--- src/rtl/ixu_pkg.sv ---
// ixu_pkg: shared types for the integer divide unit.
package ixu_pkg;
  localparam int DIV_OP_W = 2;
  typedef enum logic [DIV_OP_W-1:0] {DIV, DIVU, REM, REMU} div_op_t;
  typedef enum logic [1:0] {IDLE, RUN, WB} div_state_t;
  typedef enum logic [1:0] {C_IDLE, C_BUSY, C_DONE} core_state_t;
endpackage

--- src/rtl/ixu_div.sv ---
// ixu_div: 32-step restoring divider on magnitudes, with single-cycle divide-by-zero and overflow results.
module ixu_div
  import ixu_pkg::*;
(
  input  logic        i_clk,
  input  logic        i_rst_n,
  input  logic        i_flush,
  input  logic        i_start,
  input  logic        i_unsigned,
  input  logic        i_opcode,
  input  logic [31:0] i_a,
  input  logic [31:0] i_b,
  output logic        o_done,
  output logic [31:0] o_res
);
  core_state_t r_state, w_next;
  logic [31:0] r_q, r_r, r_d;
  logic [4:0]  r_cnt;
  logic        r_neg_q, r_neg_r, r_rem;
  logic        w_a_neg, w_b_neg, w_zero, w_ovf, w_load;
  logic [31:0] w_a_abs, w_b_abs;
  logic [32:0] w_sh, w_diff;
  assign w_a_neg = ~i_unsigned & i_a[31];
  assign w_b_neg = ~i_unsigned & i_b[31];
  assign w_a_abs = w_a_neg ? -i_a : i_a;
  assign w_b_abs = w_b_neg ? -i_b : i_b;
  assign w_zero  = i_b == '0;
  assign w_ovf   = ~i_unsigned & (i_a == 32'h8000_0000) & (i_b == '1);
  assign w_load  = (r_state == C_IDLE) & i_start & ~i_flush;
  assign w_sh    = {r_r, r_q[31]};
  assign w_diff  = w_sh - {1'b0, r_d};
  assign o_done  = r_state == C_DONE;
  assign o_res   = r_rem ? (r_neg_r ? -r_r : r_r) : (r_neg_q ? -r_q : r_q);
  always_comb begin
    w_next = r_state;
    if (i_flush) w_next = C_IDLE;
    else if (r_state == C_IDLE) w_next = i_start ? ((w_zero | w_ovf) ? C_DONE : C_BUSY) : C_IDLE;
    else if (r_state == C_BUSY) w_next = (r_cnt == 5'd31) ? C_DONE : C_BUSY;
    else w_next = C_IDLE;
  end
  always_ff @(posedge i_clk or negedge i_rst_n)
    if (!i_rst_n) r_state <= C_IDLE;
    else r_state <= w_next;
  // special cases preload the final quotient/remainder so the sign fix-up is a no-op
  always_ff @(posedge i_clk or negedge i_rst_n)
    if (!i_rst_n) begin
      r_q     <= '0;
      r_r     <= '0;
      r_d     <= '0;
      r_cnt   <= '0;
      r_neg_q <= 1'b0;
      r_neg_r <= 1'b0;
      r_rem   <= 1'b0;
    end else if (w_load) begin
      r_rem   <= i_opcode;
      r_cnt   <= '0;
      r_d     <= w_b_abs;
      r_q     <= w_zero ? '1 : w_ovf ? 32'h8000_0000 : w_a_abs;
      r_r     <= w_zero ? i_a : '0;
      r_neg_q <= ~w_zero & ~w_ovf & (w_a_neg ^ w_b_neg);
      r_neg_r <= ~w_zero & ~w_ovf & w_a_neg;
    end else if (r_state == C_BUSY) begin
      r_cnt <= r_cnt + 5'd1;
      r_q   <= {r_q[30:0], ~w_diff[32]};
      r_r   <= w_diff[32] ? w_sh[31:0] : w_diff[31:0];
    end
endmodule

--- src/rtl/ixu_div_unit.sv ---
// ixu_div_unit: issue wrapper and writeback stage around ixu_div with a one-entry result memo.
module ixu_div_unit
  import ixu_pkg::*;
#(
  parameter int TAG_W = 6,
  parameter int ROB_W = 5
) (
  input  logic             core_clock_i,
  input  logic             core_reset_n_i,
  input  logic             core_flush_i,
  input  logic             issue_valid_i,
  output logic             issue_ready_o,
  input  logic [1:0]       issue_op_i,
  input  logic [31:0]      issue_a_i,
  input  logic [31:0]      issue_b_i,
  input  logic [TAG_W-1:0] issue_tag_i,
  input  logic [ROB_W-1:0] issue_rob_i,
  output logic             wb_valid_o,
  input  logic             wb_ready_i,
  output logic [31:0]      wb_data_o,
  output logic [TAG_W-1:0] wb_tag_o,
  output logic [ROB_W-1:0] wb_rob_o,
  output logic             busy_o
);
  div_state_t r_state, w_next;
  div_op_t    r_op, r_memo_op;
  logic [31:0] r_a, r_b, r_data, r_memo_a, r_memo_b, r_memo_res, w_res;
  logic [TAG_W-1:0] r_tag;
  logic [ROB_W-1:0] r_rob;
  logic r_memo_v, w_accept, w_hit, w_start, w_done, w_capture, w_core_flush;
  assign issue_ready_o = core_reset_n_i & ~core_flush_i & (r_state == IDLE);
  assign w_accept      = issue_valid_i & issue_ready_o;
  assign w_hit         = r_memo_v & (issue_a_i == r_memo_a) & (issue_b_i == r_memo_b) & (div_op_t'(issue_op_i) == r_memo_op);
  assign w_start       = w_accept & ~w_hit;
  assign w_capture     = (r_state == RUN) & w_done & ~core_flush_i;
  assign w_core_flush  = core_flush_i | ~core_reset_n_i;
  assign wb_valid_o    = r_state == WB;
  assign busy_o        = r_state != IDLE;
  assign wb_data_o     = r_data;
  assign wb_tag_o      = r_tag;
  assign wb_rob_o      = r_rob;
  ixu_div u_div (
    .i_clk      (core_clock_i),
    .i_rst_n    (core_reset_n_i),
    .i_flush    (w_core_flush),
    .i_start    (w_start),
    .i_unsigned (issue_op_i[0]),
    .i_opcode   (issue_op_i[1]),
    .i_a        (issue_a_i),
    .i_b        (issue_b_i),
    .o_done     (w_done),
    .o_res      (w_res)
  );
  always_comb begin
    w_next = r_state;
    w_next = core_flush_i ? IDLE :
             w_accept ? (w_hit ? WB : RUN) :
             w_capture ? WB :
             (r_state == WB && wb_ready_i) ? IDLE : r_state;
  end
  always_ff @(posedge core_clock_i or negedge core_reset_n_i)
    if (!core_reset_n_i) r_state <= IDLE;
    else r_state <= w_next;
  // the memo is written only from a completed core run, never from a flushed one
  always_ff @(posedge core_clock_i or negedge core_reset_n_i)
    if (!core_reset_n_i) begin
      r_op       <= DIV;
      r_a        <= '0;
      r_b        <= '0;
      r_tag      <= '0;
      r_rob      <= '0;
      r_data     <= '0;
      r_memo_v   <= 1'b0;
      r_memo_op  <= DIV;
      r_memo_a   <= '0;
      r_memo_b   <= '0;
      r_memo_res <= '0;
    end else if (w_accept) begin
      r_op  <= div_op_t'(issue_op_i);
      r_a   <= issue_a_i;
      r_b   <= issue_b_i;
      r_tag <= issue_tag_i;
      r_rob <= issue_rob_i;
      if (w_hit) r_data <= r_memo_res;
    end else if (w_capture) begin
      r_data     <= w_res;
      r_memo_v   <= 1'b1;
      r_memo_op  <= r_op;
      r_memo_a   <= r_a;
      r_memo_b   <= r_b;
      r_memo_res <= w_res;
    end
endmodule
--- config.mk ---
export PLATFORM = sky130hd
export DESIGN_NAME = ixu_div_unit
export DESIGN_NICKNAME = d
export VERILOG_FILES = /design/src/rtl/ixu_pkg.sv /design/src/rtl/ixu_div.sv /design/src/rtl/ixu_div_unit.sv
export SDC_FILE = /design/constraint.sdc
export NUM_CORES = 1
export LEC_CHECK = 0
export ABC_CLOCK_PERIOD_IN_PS = 3150
export BUFFER_PORTS_ARGS = -buffer_cell sky130_fd_sc_hd__buf_2
export CORE_MARGIN = 2
export CORE_UTILIZATION = 40
export CTS_BUF_LIST = sky130_fd_sc_hd__clkbuf_8 sky130_fd_sc_hd__clkbuf_16
export DETAILED_ROUTE_END_ITERATION = 12
export GPL_TIMING_DRIVEN = 1
export HOLD_SLACK_MARGIN = 0.12
export PLACE_DENSITY_LB_ADDON = 0.05
export SYNTH_ARGS = -nofsm -noshare
export SYNTH_HDL_FRONTEND = slang
export SYNTH_SLANG_ARGS = --single-unit
--- constraint.sdc ---
create_clock -name core_clock_i -period 3.15 [get_ports core_clock_i]
set_input_delay 0.1575 -clock core_clock_i [delete_from_list [all_inputs] [get_ports core_clock_i]]
set_output_delay 0.1575 -clock core_clock_i [all_outputs]
set_load 0.01 [all_outputs]
==> results.md, run 1 <==
- The initial antenna violation count came to 0.
- Sequential cells burn 30.0% of the power.
- The die covers 48800 sq um.
- The global-route wire length before repair is about 100000 um.
- The yosys synthesis warning count is 0.
- The clock slew seen by the registers of the worst setup and hold paths is roughly 0.06 ns.
- The relative contribution of combinational cells to total power is 46.0%.
- Synthesis produced a netlist with a net count of 2440.
- The top layer reached by signal wires is met4.
- 0 antenna diodes ended up in the layout.
- The critical path data required time is 3.66 ns.
- The finished layout holds 3219 standard cells, fillers aside.
- The setup slack at placement is -0.2010 ns.
- The final setup slack of the worst path is roughly 0.071 ns.
- The latest clock arrival within the worst-skew pair is 0.58 ns.
- The startpoint identified for the worst register-to-register timing path is r_memo_b[14]$_DFFE_PN0P_.
- Setup violations remaining at the end of the flow were counted as 0.
- The average cell area after synthesis is 8.119 sq um.
- The start point of the worst hold path is issue_b_i[17].
- The run finished with clean final reports.
- The region available for standard cell placement spans 46460 sq um.
- The maximum buffer depth of the clock tree is 3.
- The net switching component of the power is 0.007868 W.
- After synthesis the netlist holds a flip-flop and latch count of 316.
- The final period utilization is between 90% and 100%.
- The detailed placement HPWL is 49660 um.
- The leakage power is between 10 and 15 nW.
- The CTS H-tree depth is 2.
- Global routing finished with a remaining overflow of 0.
- The detailed router put a total of roughly 32000 um of wire on met1.
- The type of element capturing the critical path is a register.
- The worst pin sits at a relative slew slack of 32.43%.
- The initial DRC count is 1364.
- The critical-path maximum fanout is 13.
- In the layout the commonest cells are sky130_fd_sc_hd__nand2_1 (635), sky130_fd_sc_hd__dfrtp_1 (315), sky130_fd_sc_hd__o21ai_0 (188).
- Max-cap violations in this run came to 0.
- The startpoint type of the worst setup path is an input pin.
- The number of cells traversed by the worst hold path is 4.
- The die boundary height is between 200 and 250 um.
- From synthesis to final layout, the design area changed by 24.53%.
- TritonCTS built the clock tree.
- The number of detailed-routing iterations run before antenna repair is 6.
- The total vias in the final route is 17530.
- The number of failing hold endpoints at the final stage is 0.
- After synthesis, the share of flip-flops with an asynchronous set or reset is 100.0%.
- The die is 220.9 um wide.
- The clock period minus worst slack is 3.079 ns.
- The share of final-layout standard cells stronger than drive strength 1 is approximately 16%.
- The number of cells on the worst reg-to-reg path is 10.
- TritonCTS created 39 clock buffers.
- The maximum clock rate is between 300 and 400 MHz.
- The average vias per placed instance is 5.447.
- The number of nets in the layout is 2703.
- The effective utilization at floorplan is 40.51%.
- The cell count after placement is 3054.
- At the pin with the least slew margin, the transition time is 1.014 ns.
- The worst vdd rail ir drop is 475.9 uV.
- The detailed-routed wire length on met3 is 3298 um.
- Synthesis produced a netlist whose cell count is 2318.
- The internal reg-to-reg setup slack is 0.08 ns.
- The number of enable flip-flop cells after synthesis is 0.
- The I/O pin total is roughly 130.
- The routed design has 68590 um of wire.
- The number of port buffers is 127.
- For this run, the leading register cell type out of synthesis is sky130_fd_sc_hd__dfrtp_1.
- The mean routed wirelength per cell is 21.31 um.
- The clock net sink count is ~320.
- The final count of pins violating max slew is 0.
- STA puts the critical path data arrival time at ~3.6 ns.
- The power density over cell area is approximately 830 nW/um^2.
- The via count of the first global-routing pass is 17280.
- The commonest non-fill, non-tap cell in the layout is sky130_fd_sc_hd__nand2_1.
- The accumulated negative setup slack is 0 ns.
- The sequential element share of the synthesized area is 42.02%.
- The post-detailed-route DRC marker count is 0.
- The remaining antenna violation count after routing is 0.
- After floorplanning, the core was divided into just under 80 placement rows.
- The placer congestion estimate is 0.9176.
- In this run, the clock network consumes 24.0% of the power.
- The completed layout was analyzed and its total power is 0.01951 W.
- Global routing used 27.55% of the available tracks.
- In the detailed route, the total length drawn on met2 is 30770 um.
- CTS placed an instance of sky130_fd_sc_hd__clkbuf_16 at the clock tree root.
- The worst clock skew is between 0.02 and 0.025 ns.
- The class of the most critical hold timing path is in -> reg.
- The endpoint identified for the worst register-to-register timing path is u_div.r_r[28]$_DFFE_PN0P_.
- The path with the worst hold slack has its endpoint at r_b[17]$_DFFE_PN0P_.
- The combined area of all synthesized cells is 18820 sq um.
- The number of unique standard cell types used by synthesis is 65.
- The kind of critical path is in -> reg.
- The internal portion of the total power is 0.01164 W.
- Entering global routing, the biggest net connects 146 pins.
- The switching fraction of total power is 40.33%.
[registers in the layout, summed over array words and instances (netlist names), 6 cells and up]
register	cells
r_a	32
r_b	32
r_memo_res	32
u_div.r_r	32
wb_tag_o	6
r_memo_b	32
wb_data_o	32
r_memo_a	32
u_div.r_q	32
u_div.r_d	32
[through the flow]
step	utilization [%]	hold slack, ns	area (sq um)
2_1_floorplan	-	-0.1381	18830
3_3_place_gp	45.27	0.2013	21030
3_5_place_dp	45.27	0.1999	21030
4_1_cts	49.89	0.1292	23180
5_1_grt	50.44	0.1420	23440
6_report	50.44	0.1272	23440
[critical path, cell delays in order]
cell                            delay (ns)
sky130_fd_sc_hd__dlygate4sd3_1        0.56
sky130_fd_sc_hd__or4_4                0.43
sky130_fd_sc_hd__or4_4                0.54
sky130_fd_sc_hd__or3_4                0.39
sky130_fd_sc_hd__or2_4                0.27
sky130_fd_sc_hd__nor4_4               0.37
sky130_fd_sc_hd__buf_4                0.20
sky130_fd_sc_hd__buf_6                0.20
sky130_fd_sc_hd__nand2_1              0.13
sky130_fd_sc_hd__a21oi_1              0.18
sky130_fd_sc_hd__o311a_1              0.17
[synthesized netlist by cell type (3+ instances only)]
cell type	n	area share, %
sky130_fd_sc_hd__a2111o_1	5	0.30
sky130_fd_sc_hd__a211o_1	3	0.14
sky130_fd_sc_hd__a211oi_1	16	0.64
sky130_fd_sc_hd__a21o_1	17	0.68
sky130_fd_sc_hd__a21oi_1	105	2.8
sky130_fd_sc_hd__a221oi_1	3	0.14
sky130_fd_sc_hd__a22o_1	3	0.14
sky130_fd_sc_hd__a31oi_1	21	0.70
sky130_fd_sc_hd__and2_1	10	0.33
sky130_fd_sc_hd__and3_1	8	0.27
sky130_fd_sc_hd__buf_1	18	0.36
sky130_fd_sc_hd__buf_2	7	0.19
sky130_fd_sc_hd__clkbuf_1	132	2.6
sky130_fd_sc_hd__dfrtp_1	316	42
sky130_fd_sc_hd__ha_1	39	2.6
sky130_fd_sc_hd__inv_1	71	1.4
sky130_fd_sc_hd__mux2_2	4	0.24
sky130_fd_sc_hd__mux2i_1	53	2.8
sky130_fd_sc_hd__nand2_1	636	13
sky130_fd_sc_hd__nand2b_1	28	0.93
sky130_fd_sc_hd__nand3_1	30	0.80
sky130_fd_sc_hd__nand3b_1	4	0.16
sky130_fd_sc_hd__nand4_1	30	1.0
sky130_fd_sc_hd__nor2_1	136	2.7
sky130_fd_sc_hd__nor2b_1	21	0.70
sky130_fd_sc_hd__nor3_1	37	0.98
sky130_fd_sc_hd__nor4_1	25	0.83
sky130_fd_sc_hd__o2111ai_1	4	0.19
sky130_fd_sc_hd__o211ai_1	9	0.36
sky130_fd_sc_hd__o21a_1	6	0.24
sky130_fd_sc_hd__o21ai_0	192	5.1
sky130_fd_sc_hd__o21bai_1	5	0.20
sky130_fd_sc_hd__o22a_1	6	0.28
sky130_fd_sc_hd__o22ai_1	5	0.17
sky130_fd_sc_hd__o311a_1	15	0.80
sky130_fd_sc_hd__o31ai_1	38	1.5
sky130_fd_sc_hd__o41ai_1	15	0.70
sky130_fd_sc_hd__or2_2	4	0.13
sky130_fd_sc_hd__or3_1	10	0.33
sky130_fd_sc_hd__or4_1	17	0.68
sky130_fd_sc_hd__xnor2_1	123	5.7
sky130_fd_sc_hd__xor2_1	63	2.9
[how the worst max path moves through the flow]
stage,startpoint,end
after CTS,u_div.r_d[7]$_DFFE_PN0P_,u_div.r_r[19]$_DFFE_PN0P_
after global placement,u_div.r_q[31]$_DFFE_PN0P_,u_div.r_r[0]$_DFFE_PN0P_
after floorplan,u_div.r_q[31]$_DFFE_PN0P_,u_div.r_r[13]$_DFFE_PN0P_
after detailed placement,u_div.r_d[0]$_DFFE_PN0P_,u_div.r_r[8]$_DFFE_PN0P_
after global routing,u_div.r_d[0]$_DFFE_PN0P_,u_div.r_r[24]$_DFFE_PN0P_
final,issue_b_i[18],u_div.r_r[10]$_DFFE_PN0P_
[power by group through the flow]
stage / registers, W / clock network, W / logic, W
6_report: 0.00586 / 0.00468 / 0.00898
3_3_place_gp: 0.00587 / 0 / 0.00848
4_1_cts: 0.00584 / 0.00478 / 0.00865
3_5_place_dp: 0.00590 / 0 / 0.00851
5_1_grt: 0.00597 / 0.00495 / 0.00987
2_1_floorplan: 0.00585 / 0 / 0.00513
[kinds of logic after synthesis]
kind of cell    count (synthesis)  synth area share [%]
buf+inv                       230                 4.714
simple gates                 1005                 23.06
xor+xnor                      186                 8.656
mux                            57                 3.058
compound gates                484                 15.80
fa+ha+maj                      40                 2.699
flops                         316                 42.02
[what timing repair did]
action / in CTS / in global routing
hold endpoints to repair: 127 / 0
gates resized for setup: 3 / 26
endpoints found under the setup margin: 33 / 37
hold buffers: 79 / 0
pin swaps: 0 / 14
gates cloned: 0 / 3
buffers inserted: 0 / 15
[layout make-up]
class                      count  area [sq um]
fill                        4514         23020
clock inverter                18         170.2
tap                          607         759.5
multi-input combinational   1772         10180
timing repair buffer         381          2964
inverter                      71         266.5
clock buffer                  54          1182
sequential                   316          7909
[routing by layer]
metal  global-route usage, %  vias to the layer above
met5                       0                        -
met4                   10.33                        0
met3                   3.837                      118
met2                   42.47                      453
met1                   39.34                     8570
li1                        -                     8393
Note: power is estimated with default switching activity, not from simulation.
==> run 2: changes to the inputs <==
--- a/config.mk
+++ b/config.mk
@@ -16,4 +16,5 @@
 export PLACE_DENSITY_LB_ADDON = 0.05
 export SYNTH_ARGS = -nofsm -noshare
 export SYNTH_HDL_FRONTEND = slang
+export SYNTH_HIERARCHICAL = 1
 export SYNTH_SLANG_ARGS = --single-unit
==> results.md, run 2 <==
- The number of setup violations in the final report is 6 (+6).
- TritonCTS built the clock tree.
- The max-cap violation count is 0 (unchanged).
- The post-detailed-route DRC marker count is 0 (unchanged).
- The global-route wire length before repair is 102800 um (-1.3%).
- The placer congestion estimate was 0.8866 (-3.4%).
- Sorting the synthesized cells by area gives the leading types as sky130_fd_sc_hd__dfrtp_1 (42%), sky130_fd_sc_hd__nand2_1 (8.2%), sky130_fd_sc_hd__xnor2_1 (4.9%).
- The cell taking the most area after synthesis is sky130_fd_sc_hd__dfrtp_1.
- The effective utilization at floorplan came to 40.32% (-0.19 points).
- The clock network fraction of design power was 26.6% (+2.6 points).
- The net switching component of the power came to 0.006603 W (-16%).
- The flow ran to the end, but the final reports show violations.
- In the layout the commonest cells are sky130_fd_sc_hd__nand2_1 (405), sky130_fd_sc_hd__dfrtp_1 (315), sky130_fd_sc_hd__buf_4 (173).
- The detailed-routed wire length on met3 is 3290 um (-0.24%).
- The setup slack at placement is -0.1383 ns (+0.06272 ns).
- The area added between synthesis and finish is 25.36%.
- The number of port buffers is 127 (unchanged).
- The die footprint was 48370 sq um (-0.88%).
- The worst vdd rail ir drop came to 511.9 uV (+7.6%).
- By count the netlist is led by sky130_fd_sc_hd__nand2_1 (408), sky130_fd_sc_hd__dfrtp_1 (316), sky130_fd_sc_hd__o21ai_0 (153), sky130_fd_sc_hd__nor2_1 (138), sky130_fd_sc_hd__a21oi_1 (112).
- The mean routed wirelength per cell was 22.25 um (+4.4%).
- The smallest hold slack is 0.1559 ns (+0.02873 ns).
- The number of cells on the worst reg-to-reg path came to 10 (unchanged).
- The final standard cell count with taps included and fillers excluded is 3066 (-4.8%).
- The average vias per placed instance is 5.565 (+2.2%).
- The initial DRC count is 1483 (+8.7%).
- The share of final-layout standard cells stronger than drive strength 1 is 20.75% (+5.0 points).
- The worst clock skew came to 0.01588 ns (-0.005744 ns).
- The gate count after technology mapping came to 2120 (-8.5%).
- The critical path data required time is 3.60 ns (-0.06 ns).
- The final count of pins violating max slew came to 0 (unchanged).
- The maximum buffer depth of the clock tree is 3 (unchanged).
- The critical path ends at wb_data_o[28]$_DFFE_PN0P_.
- The number of detailed-routing iterations run before antenna repair is 5 (-1).
- The final reports fail on setup timing.
- The die width is 219.9 um (-0.44%).
- The relative contribution of combinational cells to total power is 43.5% (-2.5 points).
- The maximum number of pins on one net before global-route repair came to 161 (+10%).
- The detailed placement HPWL is 49390 um (-0.54%).
- The internal reg-to-reg setup slack came to -0.16 ns (-0.24 ns).
- The latest clock arrival within the worst-skew pair came to 0.57 ns (about the same).
- The data arrival time of the critical path came to 3.76 ns (+0.17 ns).
- The max-slew headroom at the worst pin came to 32.87% (+0.44 points).
- The initial antenna violation count is 2 (+2).
- The proportion of synthesized flip-flops having asynchronous set or reset is 100.0% (unchanged).
- The number of enable flip-flop cells after synthesis is 0 (unchanged).
- The I/O pin total is 128 (unchanged).
- The total length of routed met2 wires is 32500 um (+5.6%).
- In this run the worst setup path begins at u_div/r_r[11]$_DFFE_PN0P_.
- The clock period minus worst slack is 3.314 ns (+0.2346 ns).
- The internal power is 0.01070 W (-8.1%).
- The actual slew at the worst max-slew pin was 1.007 ns (-0.006647 ns).
- The via count of the first global-routing pass is 16390 (-5.1%).
- The number of nets in the layout is 2551 (-5.6%).
- The CTS H-tree depth came to 2 (unchanged).
- The critical-path maximum fanout is 3 (-10).
- The setup path with the least slack is of type reg -> reg.
- The clock root buffer master is sky130_fd_sc_hd__clkbuf_16.
- The final period utilization is 105.2% (+7.4 points).
- The leakage power is 10.53 nW (-4.9%).
- The worst flop-to-flop path startpoint is u_div/r_r[11]$_DFFE_PN0P_.
- The fraction of post-synthesis cell area in the top cell type by area was 42.40% (+0.38 points).
- The maximum clock rate is 301.8 MHz (-7.1%).
- The die boundary height came to 219.9 um (-0.44%).
- The combined area of all synthesized cells was 18650 sq um (-0.89%).
- The total nets after synthesis came to 2242 (-8.1%).
- The class of the most critical hold timing path is in -> reg.
- The sequential element share of the synthesized area is 42.40% (+0.38 points).
- The final setup slack of the worst path is -0.1636 ns (-0.2346 ns).
- The clock slew seen by the registers of the worst setup and hold paths is 0.06 ns (about the same).
- The power density over cell area is 740.0 nW/um^2 (-11%).
- The reg-to-reg critical path endpoint is wb_data_o[28]$_DFFE_PN0P_.
- The yosys synthesis warning count is 6 (+6).
- The residual overflow from global routing is 0 (unchanged).
- The startpoint type of the worst setup path is a register.
- The wire length on met1 came to 30590 um (-4.2%).
- The number of buffers inserted during clock tree synthesis is 40 (+2.6%).
- The floorplan row count was 79 (unchanged).
- The number of unique standard cell types used by synthesis is 78 (+20%).
- Setup repair after global routing could not meet its margin everywhere.
- The share of power burned in registers was 29.8% (-0.2 points).
- The total routing usage reported by global routing is 28.41% (+0.86 points).
- The switching fraction of total power was 38.16% (-2.2 points).
- The average cell area after synthesis came to 8.798 sq um (+8.4%).
- Among all cell types in the netlist, the one instantiated most often is sky130_fd_sc_hd__nand2_1.
- The number of failing hold endpoints at the final stage is 0 (unchanged).
- The highest metal layer carrying signal wires in the routed design is met5.
- The remaining antenna violation count after routing was 0 (unchanged).
- The register bit total from synthesis came to 316 (unchanged).
- The most instantiated flip-flop cell in the synthesis netlist is sky130_fd_sc_hd__dfrtp_1.
- The type of element capturing the critical path is a register.
- The core outline area is 46260 sq um (-0.43%).
- The post-detailed-routing wire length was 68220 um (-0.53%).
- The cell count after placement is 2911 (-4.7%).
- Leaving out fill and tap cells, the most frequent cell in the layout is sky130_fd_sc_hd__nand2_1.
- The total vias in the final route is 17060 (-2.7%).
- The clock net sink count was 316 (unchanged).
## run 2: cell count changes after synthesis, sizes merged, moves of 27 or more
cell / delta
nand2: -228
mux2i: -30
mux2: +64
or4: +27
o21ai: -33
clkbuf: -42
## run 2: layer usage
metal / GRT usage, % / up-vias
met2: 47.58 / 475
met4: 8.031 / 4
met1: 38.37 / 8406
li1: - / 8082
met5: 0 / -
met3: 3.879 / 95
## run 2: final cells by class
| type | count | area, sq um |
|---|---|---|
| Antenna cell | 1 | 2.502 |
| Clock buffer | 52 | 1177 |
| Clock inverter | 19 | 136.4 |
| Fill cell | 4386 | 22880 |
| Inverter | 70 | 262.8 |
| Multi-Input combinational cell | 1612 | 10190 |
| Sequential cell | 316 | 7909 |
| Tap cell | 607 | 759.5 |
| Timing Repair Buffer | 389 | 2945 |
## run 2: worst min path at each step
stage | start | end | slack, ns | cells past startpoint
2_1_floorplan | core_reset_n_i | r_a[0]$_DFFE_PN0P_ | -0.14 | 0
3_3_place_gp | core_reset_n_i | wb_data_o[13]$_DFFE_PN0P_ | -0.04 | 1
3_5_place_dp | core_reset_n_i | wb_data_o[13]$_DFFE_PN0P_ | -0.04 | 1
4_1_cts | issue_a_i[1] | u_div/r_r[1]$_DFFE_PN0P_ | 0.13 | 3
5_1_grt | issue_a_i[1] | u_div/r_r[1]$_DFFE_PN0P_ | 0.16 | 3
6_report | issue_a_i[1] | u_div/r_r[1]$_DFFE_PN0P_ | 0.16 | 3
## run 2: logic make-up (layout without fill, tap and decap cells)
logic type,Yosys count,count (layout),share of synthesized area (%)
flip-flops,316,316,42.40
AND/OR/NAND/NOR,811,811,20.31
buffers and inverters,192,530,3.998
AO/OA/AOI/OAI,483,483,16.46
adder cells (fa/ha/maj),40,40,2.724
multiplexers,91,91,5.340
XOR/XNOR,187,187,8.781
other,0,1,0
## run 2: power groups by stage
stage                     clock network (W)  registers (W)  logic (W)
after floorplan                           0        0.00521    0.00434
after detailed placement                  0        0.00522    0.00718
after global placement                    0        0.00519    0.00719
after global routing                0.00487        0.00524    0.00824
after CTS                           0.00471        0.00515    0.00735
final                               0.00461        0.00516    0.00753
## run 2: through the flow
step | TNS [ns] | total power [W] | instance area [sq um] | util [%]
2_1_floorplan | -0.08812 | 0.009548 | 18650 | -
3_3_place_gp | -0.2329 | 0.01239 | 21090 | 45.58
3_5_place_dp | -0.5074 | 0.01240 | 21090 | 45.58
4_1_cts | -0.4188 | 0.01721 | 23220 | 50.20
5_1_grt | -1.264 | 0.01835 | 23380 | 50.54
6_report | -0.4208 | 0.01730 | 23380 | 50.55
## run 2: what timing repair did
action / CTS / global route
buffers inserted: 1 / 4
pin swaps: 5 / 13
gates cloned: 0 / 0
hold buffers: 78 / 0
endpoints found under the setup margin: 10 / 54
gates resized for setup: 8 / 32
hold endpoints to repair: 436 / 0
## run 2: worst max-delay path, cell delays in order, from the launching register on
cell	delay, ns
sky130_fd_sc_hd__dfrtp_1	0.39
sky130_fd_sc_hd__or3_4	0.39
sky130_fd_sc_hd__or4_4	0.43
sky130_fd_sc_hd__or4_4	0.54
sky130_fd_sc_hd__or2_4	0.24
sky130_fd_sc_hd__or4_4	0.46
sky130_fd_sc_hd__o31ai_4	0.19
sky130_fd_sc_hd__xor2_1	0.16
sky130_fd_sc_hd__mux2i_1	0.11
sky130_fd_sc_hd__nand2b_1	0.15
sky130_fd_sc_hd__o311a_1	0.14
